[src/rtl/seq_shift_add_mult.sv]
// seq_shift_add_mult: sequential shift-and-add unsigned multiplier with a ripple-carry adder cell chain.
// Define APPROX_TRUNC_EN to zero the low TRUNC_BITS multiplicand bits at capture (approximate mode).
module adder (
  input  logic in1,
  input  logic in2,
  input  logic cin,
  output logic sum,
  output logic carry
);
  assign sum   = in1 ^ in2 ^ cin;
  assign carry = (in1 & in2) | (cin & (in1 ^ in2));
endmodule

module seq_shift_add_mult #(
  parameter int WIDTH      = 8,
  parameter int TRUNC_BITS = 2
) (
  input  logic               clk,
  input  logic               rst_n,
  input  logic               start,
  input  logic [WIDTH-1:0]   a,
  input  logic [WIDTH-1:0]   b,
  output logic               busy,
  output logic               done,
  output logic [2*WIDTH-1:0] product
);
  localparam int CW = $clog2(WIDTH + 1);
  typedef enum logic [1:0] {IDLE, RUN, DONE} state_t;
  state_t state, next;
  logic [WIDTH-1:0] mcand, mplier, acc, addend, sum, acc_n, mplier_n, a_cap;
  logic [WIDTH:0]   c;
  logic [CW-1:0]    cnt;
  logic             last;
`ifdef APPROX_TRUNC_EN
  assign a_cap = a & {{(WIDTH-TRUNC_BITS){1'b1}}, {TRUNC_BITS{1'b0}}};
`else
  assign a_cap = a;
`endif
  assign addend = mplier[0] ? mcand : '0;
  assign c[0]   = 1'b0;
  for (genvar g = 0; g < WIDTH; g++) begin : g_fa
    adder u_fa (.in1(acc[g]), .in2(addend[g]), .cin(c[g]), .sum(sum[g]), .carry(c[g+1]));
  end
  // The chain carry becomes the new accumulator MSB; the sum LSB shifts into the multiplier register.
  assign acc_n    = {c[WIDTH], sum[WIDTH-1:1]};
  assign mplier_n = {sum[0], mplier[WIDTH-1:1]};
  assign last     = cnt == CW'(WIDTH - 1);
  assign busy     = state == RUN;
  assign done     = state == DONE;
  always_ff @(posedge clk or negedge rst_n)
    if (!rst_n) state <= IDLE;
    else state <= next;
  always_comb begin
    next = IDLE;
    next = state == IDLE ? (start ? RUN : IDLE) : state == RUN ? (last ? DONE : RUN) : IDLE;
  end
  always_ff @(posedge clk or negedge rst_n)
    if (!rst_n) begin
      mcand   <= '0;
      mplier  <= '0;
      acc     <= '0;
      cnt     <= '0;
      product <= '0;
    end else if (state == IDLE && start) begin
      mcand  <= a_cap;
      mplier <= b;
      acc    <= '0;
      cnt    <= '0;
    end else if (state == RUN) begin
      acc    <= acc_n;
      mplier <= mplier_n;
      cnt    <= cnt + CW'(1);
      if (last) product <= {acc_n, mplier_n};
    end
endmodule

[config.mk]
export PLATFORM = sky130hd
export DESIGN_NAME = seq_shift_add_mult
export DESIGN_NICKNAME = d
export VERILOG_FILES = /design/src/rtl/seq_shift_add_mult.sv
export SDC_FILE = /design/constraint.sdc
export NUM_CORES = 1
export LEC_CHECK = 0
export ABC_AREA = 1
export ABC_CLOCK_PERIOD_IN_PS = 3800
export CAP_MARGIN = 20
export CORE_AREA = 5 5 75 77
export CTS_CLUSTER_DIAMETER = 50
export DETAILED_ROUTE_END_ITERATION = 8
export DIE_AREA = 0 0 80 82
export PLACE_DENSITY_LB_ADDON = 0.25
export SYNTH_ARGS = -nofsm -noshare
export SYNTH_HDL_FRONTEND = slang
export SYNTH_SLANG_ARGS = --single-unit
[constraint.sdc]
create_clock -name clk -period 3.8 [get_ports clk]
set_input_delay 0.38 -clock clk [delete_from_list [all_inputs] [get_ports clk]]
set_output_delay 0.38 -clock clk [all_outputs]
set_load 0.005 [all_outputs]
==> results.sh <==
export IMPL_outcome="complete, no violations"
export IMPL_vias=1559
export IMPL_gp_congestion=0.791
export IMPL_first_iter_violations=101
export IMPL_timing_slew_headroom_pct=46.8
export IMPL_nNetsFinal=303
export IMPL_chipWidth_um=80
export IMPL_maxCapViolations=0
export IMPL_area_delta_synth_final_pct=22.7
export IMPL_wl_per_cell_um=12.4
export IMPL_yosysUniqueCellTypes=21
export IMPL_grt_pass1_wl_um=7510
export IMPL_slew_violations=0
export IMPL_cp_arrival_ns=3.82
export IMPL_gr_total_overflow=0
export IMPL_reg2reg_to="product[14]"
export IMPL_grt_max_degree=47
export IMPL_synth_fp_nets=265
export IMPL_power_total_w=0.00209
export IMPL_hpwl_um=2970
export IMPL_num_antenna_cells=0
export IMPL_crit_path_start_kind="flop"
export IMPL_cts_reportedPaths_clkPinSlew_ns=0.09
export IMPL_portBuffers=36
export IMPL_max_stage_delay_ns=0.60
export IMPL_crit_type="flop to flop"
export IMPL_initial_core_util_pct=45.5
export IMPL_clkLatencyLatePin_ns=0.30
export IMPL_crit_chain="nand2_1 -> inv_1 -> ha_1 -> inv_1 -> fa_1 -> fa_2 -> fa_2 -> fa_2 -> fa_2 -> fa_2 -> fa_1 -> o21ai_2"
export IMPL_endpoint="product[14]"
export IMPL_crit_top_cell="fa_2"
export IMPL_tightest_slew_ns=0.798
export IMPL_fillCellCount=467
export IMPL_final_antenna_net_count=0
export IMPL_numCtsBuffers=5
export IMPL_grt_pass1_vias=1594
export IMPL_hold_class="input port to asynchronous set/reset pin"
export IMPL_skew_ns=0.00897
export IMPL_antenna_found_initial=0
export IMPL_syn_inst=237
export IMPL_crit_cells=12
export IMPL_die_y_um=82
export IMPL_clkSinkCount=46
export IMPL_r2r_cells=12
export IMPL_cts_root_buf="clkbuf_8"
export IMPL_powerDensity_mw_per_mm2=757
export IMPL_reg2reg_from="mcand[0]"
export IMPL_setup_viol=0
export IMPL_leakage_nw=1.29
export IMPL_multi_input_area_sq_um=928
export IMPL_vdd_drop_max_v=0.000330
export IMPL_drtPass1Iterations=4
export IMPL_io_pins=37
export IMPL_cp_top_family="adder cells"
export IMPL_drt_vias_per_instance=4.51
export IMPL_crit_path_end_kind="flop"
export IMPL_synth_avg_cell_area_sq_um=9.49
export IMPL_dieArea_sq_mm=0.00656
export IMPL_hold_viol=0
export IMPL_r2r_setup_slack_ns=0.16
export IMPL_layout_drive_gt1_share_pct=19.9
export IMPL_ys_seq_area_share_pct=51.2
export IMPL_setup_tns_ns=0
export IMPL_clock_path_buffers=2
export IMPL_worst_path_max_fanout=2
export IMPL_cp_num_buf_inv=2
export IMPL_core_sq_mm=0.00494
export IMPL_cts_tree="yes"
export IMPL_fin_crit_sh_pct=95.7
export IMPL_cts_htree_levels=2
export IMPL_syn_cell_area_sq_mm=0.00225
export IMPL_startpoint="mcand[0]"
export IMPL_grt_usage_pct=15.0
export IMPL_rsz0062_at_grt="no"
export IMPL_ys_warn_count=0
export IMPL_drc=0
export IMPL_wirelength_um=4280
export IMPL_slowest_stage="fa_1"
export IMPL_layout_area_seq_sq_mm=0.00115
export IMPL_placementRows=26
export IMPL_yosys_register_bits=46
export IMPL_min_period_ns=3.64
export IMPL_critPathRequiredTime_ns=3.98
export IMPL_fmax_ghz=0.275
## cell families (layout without fill, tap and decap cells)
| kind of cell | count (synthesis) | in the layout | synth area share, % |
|---|---|---|---|
| fa+ha+maj | 9 | 9 | 7.34 |
| buf+inv | 35 | 74 | 8.12 |
| compound gates | 32 | 32 | 9.79 |
| flops | 46 | 46 | 51.2 |
| simple gates | 115 | 115 | 23.6 |
## where the power goes
part           switching [W]  leakage (nW)  internal, W
sequential          0.000149         0.575     0.000713
combinational       0.000485         0.670     0.000431
clock               0.000166        0.0472     0.000146
total               0.000799          1.29      0.00129
## layout by cell type (no fill, tap or decap)
master,instances
buf_12,1
buf_2,1
buf_4,1
clkbuf_8,6
clkdlybuf4s50_1,35
clkinv_2,1
clkinvlp_4,1
dfrtp_1,46
dlygate4sd3_1,1
fa_1,2
fa_2,5
ha_1,2
inv_1,25
inv_2,1
inv_6,1
nand2_1,89
nand2_2,15
nand2_4,1
nand2_8,1
nand3_1,1
nand3_2,2
nor2_1,4
nor2_4,1
nor2_8,1
o21ai_0,16
o21ai_2,16
## area by class of cell
cell class / instances / share of cell area [%]
Multi-Input combinational cell: 156 / 33.6
Clock buffer: 6 / 2.99
Sequential cell: 46 / 41.7
Tap cell: 70 / 3.17
Clock inverter: 2 / 0.453
Inverter: 27 / 3.85
Timing Repair Buffer: 39 / 14.2
## worst min path at each step
| stage | from | to | slack [ns] | depth (start not counted) |
|---|---|---|---|---|
| global route | rst_n | product[2] | 0.44 | 2 |
| floorplan | rst_n | acc[0] | 0.08 | 0 |
| global placement | mplier[5] | mplier[5] | 0.46 | 2 |
| finish | rst_n | product[2] | 0.43 | 2 |
| detailed placement | product[7] | product[7] | 0.47 | 2 |
| CTS | rst_n | product[2] | 0.29 | 1 |
## worst register-to-register path: cells and delay by family, from the launching register on
kind                       cells  cell delay (ns)
buffers and inverters          2             0.10
adders and majority gates      8             2.93
AOI/OAI and AO/OA              1             0.07
and+or+nand+nor                1             0.06
DFF                            1             0.35
## synth_stat cells (all sizes together)
master,instances,share of area [%]
buf,8,3.4
dfrtp,46,51
fa,7,6.2
ha,2,1.1
inv,27,4.7
nand2,106,20
nand3,3,1.1
nor2,6,2.1
o21ai,32,9.8
## per-stage QoR
stage,area (sq um),worst slack [ns],hold WS (ns),util (%),std cells
after floorplan,2250,0.129,0.0844,-,237
after global placement,2620,0.167,0.463,53.1,336
after detailed placement,2620,0.0793,0.467,53.1,336
after CTS,2720,0.0544,0.291,55.0,344
after global routing,2760,0.0283,0.445,55.8,346
final,2760,0.162,0.426,55.8,346
## flip-flops by register name, summed over array words and instances, names as in the netlist
name     flops
state        2
acc          8
mcand        8
product     16
cnt          4
mplier       8
## repair_timing
item,4_1_cts,5_1_grt
hold buffers,0,1
hold endpoints to repair,0,3
endpoints found under the setup margin,0,3
resized for setup,0,5
setup buffers,0,0
## layer usage
metal / GRT usage [%] / share of wire (%) / wire [um]
met3: 3.51 / 4.5 / 194
met4: 6.08 / 1.8 / 76
met2: 24.1 / 47 / 2020
met5: 0 / 0 / 0
met1: 19.6 / 46 / 1980
Power figures use the tool's default switching activity.
